==> config.mk <==
export PLATFORM = sky130hd
export DESIGN_NAME = int_priority_controller
export DESIGN_NICKNAME = d
export VERILOG_FILES = /design/src/rtl/int_ctrl_pkg.sv /design/src/rtl/int_priority_controller_prio_encoder.sv /design/src/rtl/int_priority_controller.sv
export SDC_FILE = /design/constraint.sdc
export NUM_CORES = 1
export LEC_CHECK = 0
export CAP_MARGIN = 20
export CORE_UTILIZATION = 35
export DETAILED_ROUTE_END_ITERATION = 10
export PLACE_DENSITY = 0.7
export SLEW_MARGIN = 20
export SYNTH_ARGS = -nofsm -noshare
export SYNTH_HDL_FRONTEND = slang
export SYNTH_SLANG_ARGS = --single-unit
==> constraint.sdc <==
create_clock -name clk -period 1.7 [get_ports clk]
set_input_delay 0.17 -clock clk [delete_from_list [all_inputs] [get_ports clk]]
set_output_delay 0.17 -clock clk [all_outputs]
set_load 0.1 [all_outputs]
==> src/rtl/int_ctrl_pkg.sv <==
// Shared types and helpers for the interrupt priority controller.
// Holds the FSM state enum, the default source count and a lowest-set-bit helper.
package int_ctrl_pkg;

  localparam int DEFAULT_NUM_SOURCES = 4;

  typedef enum logic [0:0] {
    IDLE = 1'b0,
    REQ  = 1'b1
  } state_e;

  typedef struct packed {
    logic       found;
    logic [4:0] idx;
  } prio_result_t;

  // Lowest index wins, matching "index 0 is highest priority".
  function automatic prio_result_t lowest_set(input logic [31:0] vec);
    prio_result_t res;
    res.found = 1'b0;
    res.idx   = '0;
    for (int i = 31; i >= 0; i--) begin
      if (vec[i]) begin
        res.found = 1'b1;
        res.idx   = 5'(i);
      end
    end
    return res;
  endfunction

endpackage

==> src/rtl/int_priority_controller_prio_encoder.sv <==
// Parameterized lowest-index-first priority encoder.
// Used both for candidate selection and for finding the top in-service source.
module prio_encoder #(
  parameter int WIDTH = 4,
  parameter int ID_W  = $clog2(WIDTH)
) (
  input  logic [WIDTH-1:0] vec,
  output logic             found,
  output logic [ID_W-1:0]  idx
);

  always_comb begin
    found = 1'b0;
    idx   = '0;
    for (int i = WIDTH - 1; i >= 0; i--) begin
      if (vec[i]) begin
        found = 1'b1;
        idx   = ID_W'(i);
      end
    end
  end

endmodule

==> src/rtl/int_priority_controller.sv <==
// Interrupt priority controller: latches request pulses, presents the best source over valid/ack.
// Define INT_CTRL_NESTING_EN to let higher-priority sources preempt ones already in service.
module int_priority_controller
  import int_ctrl_pkg::*;
#(
  parameter int NUM_SOURCES = DEFAULT_NUM_SOURCES,
  parameter int ID_W        = $clog2(NUM_SOURCES)
) (
  input  logic                   clk,
  input  logic                   rst,
  input  logic [NUM_SOURCES-1:0] int_req,
  input  logic [NUM_SOURCES-1:0] int_mask,
  input  logic                   global_int_en,
  output logic                   irq_valid,
  output logic [ID_W-1:0]        irq_id,
  input  logic                   irq_ack,
  input  logic                   irq_eoi,
  output logic [NUM_SOURCES-1:0] pending,
  output logic [NUM_SOURCES-1:0] in_service
);

  state_e                 state_q, state_d;
  logic [ID_W-1:0]        irq_id_q, irq_id_d;
  logic [NUM_SOURCES-1:0] pending_q, pending_d;
  logic [NUM_SOURCES-1:0] in_service_q, in_service_d;

  logic                   cand_found;
  logic [ID_W-1:0]        cand_id;
  logic                   isr_found;
  logic [ID_W-1:0]        isr_id;
  logic                   eligible;
  logic                   accept;
  logic [NUM_SOURCES-1:0] accept_mask;

  prio_encoder #(.WIDTH(NUM_SOURCES), .ID_W(ID_W)) u_cand_enc (
    .vec   (pending_q & int_mask),
    .found (cand_found),
    .idx   (cand_id)
  );

  prio_encoder #(.WIDTH(NUM_SOURCES), .ID_W(ID_W)) u_isr_enc (
    .vec   (in_service_q),
    .found (isr_found),
    .idx   (isr_id)
  );

`ifdef INT_CTRL_NESTING_EN
  assign eligible = global_int_en & cand_found & (~isr_found | (cand_id < isr_id));
`else
  assign eligible = global_int_en & cand_found & ~isr_found;
`endif

  assign accept      = (state_q == REQ) & irq_ack;
  assign accept_mask = accept ? (NUM_SOURCES'(1) << irq_id_q) : '0;

  always_comb begin
    state_d  = state_q;
    irq_id_d = irq_id_q;
    case (state_q)
      IDLE: begin
        if (eligible) begin
          state_d  = REQ;
          irq_id_d = cand_id;
        end
      end
      REQ: begin
        // Acceptance beats withdrawal when both happen together.
        if (irq_ack) begin
          state_d = IDLE;
        end else if (!global_int_en || !int_mask[irq_id_q]) begin
          state_d = IDLE;
        end
      end
      default: state_d = IDLE;
    endcase
  end

  // A fresh request in the acceptance cycle is a new event, so the set wins over the clear.
  always_comb begin
    pending_d = (pending_q & ~accept_mask) | int_req;
  end

  // EOI retires against the pre-ack value; the ack bit is then OR'd in.
  always_comb begin
    in_service_d = in_service_q;
    if (irq_eoi && isr_found) begin
      in_service_d[isr_id] = 1'b0;
    end
    in_service_d = in_service_d | accept_mask;
  end

  always_ff @(posedge clk or posedge rst) begin
    if (rst) begin
      state_q      <= IDLE;
      irq_id_q     <= '0;
      pending_q    <= '0;
      in_service_q <= '0;
    end else begin
      state_q      <= state_d;
      irq_id_q     <= irq_id_d;
      pending_q    <= pending_d;
      in_service_q <= in_service_d;
    end
  end

  assign irq_valid  = (state_q == REQ);
  assign irq_id     = irq_id_q;
  assign pending    = pending_q;
  assign in_service = in_service_q;

endmodule

==> flow_metrics.env, run 1 <==
export IMPL_fin_util_pct=70.4
export IMPL_most_common_layout_cells="12 x nand2_1, 12 x clkdlybuf4s50_1, 11 x buf_12, 7 x dfrtp_1"
export IMPL_finClkSkew_ps=0.696
export IMPL_rr_endpoint="irq_id[0]"
export IMPL_violations="setup timing"
export IMPL_worst_setup_path_type="reg2reg"
export IMPL_pwr_share_seq_pct=25.9
export IMPL_worst_path_max_fanout=2
export IMPL_syn_inst=47
export IMPL_finalHoldViolCount=0
export IMPL_setup_violations=1
export IMPL_finalWirelength_mm=1.35
export IMPL_cts_buffers_inserted=3
export IMPL_synthesis_nets=60
export IMPL_grt_setup_unrepaired="yes"
export IMPL_timing_final_crit_period_ps=1710
export IMPL_max_cap_violations=0
export IMPL_p_per_area_nw_per_um2=1900
export IMPL_finalCritPeriodShare_pct=100
export IMPL_groute_usage_overall_pct=21.6
export IMPL_io_pins=24
export IMPL_r2r_slack_ps=-6
export IMPL_layout_drive_gt1_share_pct=34.6
export IMPL_timing_worst_slew_pin_value_ps=423
export IMPL_cts_htree_levels=1
export IMPL_ys_seq_elements=11
export IMPL_setup_worst_path_end_class="flip-flop"
export IMPL_timing_hold_worst_class="in2async"
export IMPL_antenna_diode_count=0
export IMPL_vdd_drop_max_uv=813
export IMPL_syn_cell_area_sq_um=513
export IMPL_power_switching_uw=901
export IMPL_area_growth_syn_to_layout_pct=82.9
export IMPL_status="finished with violations"
export IMPL_cp_required_ps=1860
export IMPL_fp_coreArea_sq_um=1330
export IMPL_timing_rr_start="in_service[2]"
export IMPL_drt_initial_drc_count=8
export IMPL_final_nets=92
export IMPL_port_buffers=23
export IMPL_setup_worst_path_start_class="flip-flop"
export IMPL_sw_ratio_pct=50.6
export IMPL_crit_arrival_ps=1860
export IMPL_floorplan_initialDensity_pct=38.5
export IMPL_fill_cells=112
export IMPL_pwr_share_comb_pct=64.1
export IMPL_detail_route_drc_violations=0
export IMPL_ctsLongestPathBuffers=2
export IMPL_grt_pass1_wl_mm=2.15
export IMPL_hpwlAfterDp_mm=1.11
export IMPL_grt_antenna_before_repair=0
export IMPL_die_area_sq_um=1620
export IMPL_dieHeight_microns=40.3
export IMPL_yosysSeqAreaShare_pct=53.7
export IMPL_routed_via_count=514
export IMPL_yosysUniqueCellTypes=18
export IMPL_fin_ws_ps=-6.22
export IMPL_clkPwrFrac_pct=10.1
export IMPL_drt_pass1_iter_count=4
export IMPL_avgViaCountPerCell=5.53
export IMPL_post_cts_repair_setup_buffers=0
export IMPL_core_rowCount=13
export IMPL_cellInternalPower_uw=879
export IMPL_cts_clk_slew_worst_paths_ps=70
export IMPL_detail_route_wl_per_cell_microns=14.5
export IMPL_ctsRootBufferMaster="clkbuf_4"
export IMPL_maximum_number_of_pins_on_one_net_before_global_route_repair=12
export IMPL_gpl_final_weighted_congestion=0.874
export IMPL_r2r_cells=4
export IMPL_cts_tree="yes"
export IMPL_whs_ps=188
export IMPL_grt_ovfl_total=0
export IMPL_power_leakage_uw=0.000415
export IMPL_ant_nets=0
export IMPL_ctsResizeCount=0
export IMPL_maxSlewHeadroom_pct=71.8
export IMPL_cts_hold_fix_buffers=0
export IMPL_floorplan_die_width_microns=40.3
export IMPL_final_max_slew_viol_count=0
export IMPL_syn_avg_cell_area_sq_um=10.9
export IMPL_clock_sink_count=11
export IMPL_clock_latency_ps=270
export IMPL_fmax_mhz=586
export IMPL_grt_pass1_vias=492
export IMPL_yosys_warnings=0
[sequential cells by signal, indices dropped and copies added (netlist names)]
name / count
in_service: 4
pending: 4
irq_id: 2
irq_valid: 1
[routing by layer]
layer  global-route usage [%]  share of wire (%)  wire length, microns
met5                        0                  0                     0
met4                     19.2                3.9                    53
met3                     4.44                6.1                    82
met2                     35.9                 52                   698
met1                     22.7                 38                   512
[how the worst max path moves through the flow]
stage                        from   endpoint  slack (ps)  cells past startpoint
CTS                 in_service[2]  irq_id[0]         -10                      4
detailed placement  global_int_en  irq_id[0]        -110                      5
floorplan           in_service[2]  irq_id[0]        -160                      4
finish              in_service[2]  irq_id[0]          -6                      4
global route        in_service[2]  irq_id[0]         -40                      4
global placement    global_int_en  irq_id[0]         -70                      5
[per-stage QoR]
stage               TNS, ps  instances  total power [uW]  setup WS (ps)  instance area, sq um
floorplan              -158         47              1130           -158                   523
global placement      -67.7         89              1590          -67.7                   912
detailed placement     -122         89              1610           -105                   912
CTS                   -10.2         93              1790          -10.2                   938
global route          -42.5         93              1850          -42.5                   938
finish                -6.22         93              1780          -6.22                   938
[final cells by class]
type	instances	area (sq um)	share of cell area, %
Tap cell	15	18.8	2.00
Sequential cell	11	285	30.4
Inverter	2	7.51	0.800
Multi-Input combinational cell	34	230	24.5
Clock buffer	4	26.3	2.80
Timing Repair Buffer	27	370	39.5
[cells in the mapped netlist]
library cell | number | area, sq um
nand2_1 | 12 | 45.0
a22o_1 | 1 | 8.76
mux2_4 | 1 | 15.0
o21ai_0 | 2 | 10.0
nor2_1 | 2 | 7.51
o21ai_2 | 1 | 8.76
or3_1 | 1 | 6.26
nand4_1 | 1 | 6.26
a21oi_1 | 3 | 15.0
dfrtp_1 | 11 | 275
or4b_4 | 1 | 13.8
a21o_1 | 4 | 30.0
mux4_2 | 1 | 22.5
inv_1 | 2 | 7.51
a32oi_1 | 1 | 8.76
nor3_4 | 1 | 16.3
nand4b_1 | 1 | 8.76
o31ai_1 | 1 | 7.51
[critical path, cell delays in order, from the launching register on]
cell and delay (ps):
dfrtp_4 480, or4b_4 550, nor3_4 170, o21ai_2 100, mux2_4 300
[logic make-up (layout without fill, tap and decap cells)]
logic type      Yosys count  after routing  synth area share (%)
flops                    11             11                  53.7
buf+inv                   2             33                  1.46
simple gates             19             19                  20.2
compound gates           13             13                  17.3
mux                       2              2                  7.32
[power by group through the flow]
| stage | Clock, uW | Sequential, uW | Combinational, uW |
|---|---|---|---|
| 2_1_floorplan | 0 | 949 | 179 |
| 3_3_place_gp | 0 | 462 | 1130 |
| 3_5_place_dp | 0 | 465 | 1140 |
| 4_1_cts | 183 | 460 | 1140 |
| 5_1_grt | 199 | 473 | 1180 |
| 6_report | 179 | 461 | 1140 |
Power figures use the tool's default switching activity.
==> run 2, diff against run 1 <==
--- a/config.mk
+++ b/config.mk
@@ -6,9 +6,11 @@
 export NUM_CORES = 1
 export LEC_CHECK = 0
 export CAP_MARGIN = 20
-export CORE_UTILIZATION = 35
+export CORE_UTILIZATION = 38
 export DETAILED_ROUTE_END_ITERATION = 10
-export PLACE_DENSITY = 0.7
+export MAX_ROUTING_LAYER = met4
+export PLACE_DENSITY = 0.75
+export SKIP_LAST_GASP = 1
 export SLEW_MARGIN = 20
 export SYNTH_ARGS = -nofsm -noshare
 export SYNTH_HDL_FRONTEND = slang
==> run 2 against run 1 <==
  * Largest power group unchanged
  * Critical path type unchanged
  * Design area is 0.13% lower
  * The run now ends clean
  * Sequential cell count stayed put
  * Sequential power is 0.9% higher
  * Clock-buffer cell count stayed put
  * Clock power is 6% lower
  * Worst setup slack better by 15 ps
  * Sequential share of layout area hardly changed
  * Utilization is 8.7 points higher
  * Routed wire length is 4.1% lower
==> flow_metrics.env, run 2 (same netlist as run 1, synthesis figures left out) <==
export IMPL_core_rowCount=12
export IMPL_groute_usage_overall_pct=22.4
export IMPL_fill_cells=79
export IMPL_avgViaCountPerCell=5.25
export IMPL_cts_hold_fix_buffers=0
export IMPL_area_growth_syn_to_layout_pct=82.7
export IMPL_maxSlewHeadroom_pct=72.8
export IMPL_p_per_area_nw_per_um2=1880
export IMPL_critical_path_max_stage_delay_ps=550
export IMPL_finClkSkew_ps=2.23
export IMPL_floorplan_die_width_microns=38.7
export IMPL_status="complete, no violations"
export IMPL_clock_latency_ps=260
export IMPL_fp_coreArea_sq_um=1190
export IMPL_setup_violations=0
export IMPL_fin_util_pct=79.0
export IMPL_worst_path_max_fanout=2
export IMPL_die_area_sq_um=1500
export IMPL_cpMaxStageDelayCell="or4b_4"
export IMPL_ctsLongestPathBuffers=2
export IMPL_worst_setup_path_type="reg2reg"
export IMPL_ctsRootBufferMaster="clkbuf_4"
export IMPL_final_nets=92
export IMPL_finalWirelength_mm=1.29
export IMPL_port_buffers=23
export IMPL_most_common_layout_cells="12 x nand2_1, 12 x clkdlybuf4s50_1, 11 x buf_12, 7 x dfrtp_1"
export IMPL_drt_pass1_iter_count=4
export IMPL_hpwlAfterDp_mm=1.10
export IMPL_timing_final_crit_period_ps=1690
export IMPL_crit_arrival_ps=1840
export IMPL_vdd_drop_max_uv=1050
export IMPL_grt_pass1_wl_mm=2.17
export IMPL_grt_ovfl_total=0
export IMPL_fmax_mhz=591
export IMPL_clock_sink_count=11
export IMPL_r2r_slack_ps=8
export IMPL_cts_tree="yes"
export IMPL_grt_pass1_vias=498
export IMPL_setup_worst_path_end_class="flip-flop"
export IMPL_finalHoldViolCount=0
export IMPL_cts_htree_levels=1
export IMPL_drt_initial_drc_count=15
export IMPL_whs_ps=195
export IMPL_detail_route_wl_per_cell_microns=14.0
export IMPL_final_max_slew_viol_count=0
export IMPL_io_pins=24
export IMPL_design_power_total_uw=1770
export IMPL_max_cap_violations=0
export IMPL_routed_via_count=483
export IMPL_floorplan_initialDensity_pct=43.2
export IMPL_power_leakage_uw=0.000415
export IMPL_timing_worst_slew_pin_value_ps=407
export IMPL_cts_clk_slew_worst_paths_ps=70
export IMPL_finalCritPeriodShare_pct=99.5
export IMPL_grt_setup_unrepaired="yes"
export IMPL_ant_nets=0
export IMPL_dieHeight_microns=38.7
export IMPL_detail_route_drc_violations=0
export IMPL_cts_buffers_inserted=3
export IMPL_grt_antenna_before_repair=0
export IMPL_gpl_final_weighted_congestion=0.867
export IMPL_maximum_number_of_pins_on_one_net_before_global_route_repair=12
export IMPL_setup_worst_path_start_class="flip-flop"
export IMPL_timing_hold_worst_class="in2async"
export IMPL_cp_required_ps=1850
export IMPL_antenna_diode_count=0
export IMPL_cp_cell_sequence="or4b_4, nor3_4, o21ai_2, mux2_4"
export IMPL_layout_drive_gt1_share_pct=34.6
run 2: cell counts in the layout (fill, tap and decap cells not counted):
Identical to the previous run, type by type.
run 2: layout make-up:
type / count / area [sq um] / share of cell area, %
Inverter: 2 / 7.51 / 0.801
Clock buffer: 4 / 26.3 / 2.80
Multi-Input combinational cell: 34 / 230 / 24.6
Tap cell: 14 / 17.5 / 1.87
Timing Repair Buffer: 27 / 370 / 39.5
Sequential cell: 11 / 285 / 30.4
run 2: metrics by stage:
stage / setup TNS, ps / setup WS (ps) / cell area (sq um) / cells
6_report: 0 / 8.49 / 937 / 92
5_1_grt: -44.9 / -44.9 / 937 / 92
4_1_cts: 0 / 0.280 / 937 / 92
3_5_place_dp: -166 / -143 / 911 / 88
3_3_place_gp: -67.1 / -67.1 / 911 / 88
2_1_floorplan: -158 / -158 / 523 / 47
run 2: worst max-delay path, delay by kind of cell (launching register included):
kind	cells	cell delay, ps
compound gates	1	90
flops	1	480
mux	1	300
simple gates	2	710
run 2: path summary, 6_finish.rpt:
kind                       cells after the start             to          start
max in group asynchronous                      2  in_service[1]            rst
min in group clk                               2     pending[0]     int_req[0]
max                                            4      irq_id[0]  in_service[2]
min reg2reg                                    1     pending[2]     pending[2]
min                                            2  in_service[0]            rst
max reg2reg                                    4      irq_id[0]  in_service[2]
run 2: power breakdown:
part	leakage (uW)	total (uW)	internal, uW	switching, uW
Clock	0.0000150	169	90.5	78.0
Sequential	0.000122	465	345	120
Combinational	0.000278	1130	443	689
Total	0.000415	1770	879	887
run 2: layer usage:
layer / track usage [%] / up-vias / part of all wire (%)
met3: 3.47 / 2 / 6.3
met1: 26.7 / 216 / 40
li1: - / 233 / -
met2: 38.3 / 32 / 53
met5: - / - / 0
met4: 7.76 / 0 / 0.77
run 2: what timing repair did:
action	CTS	global route
gates resized for setup	0	0
buffers inserted	0	0
endpoints found under the setup margin	0	1
hold endpoints to repair	0	0
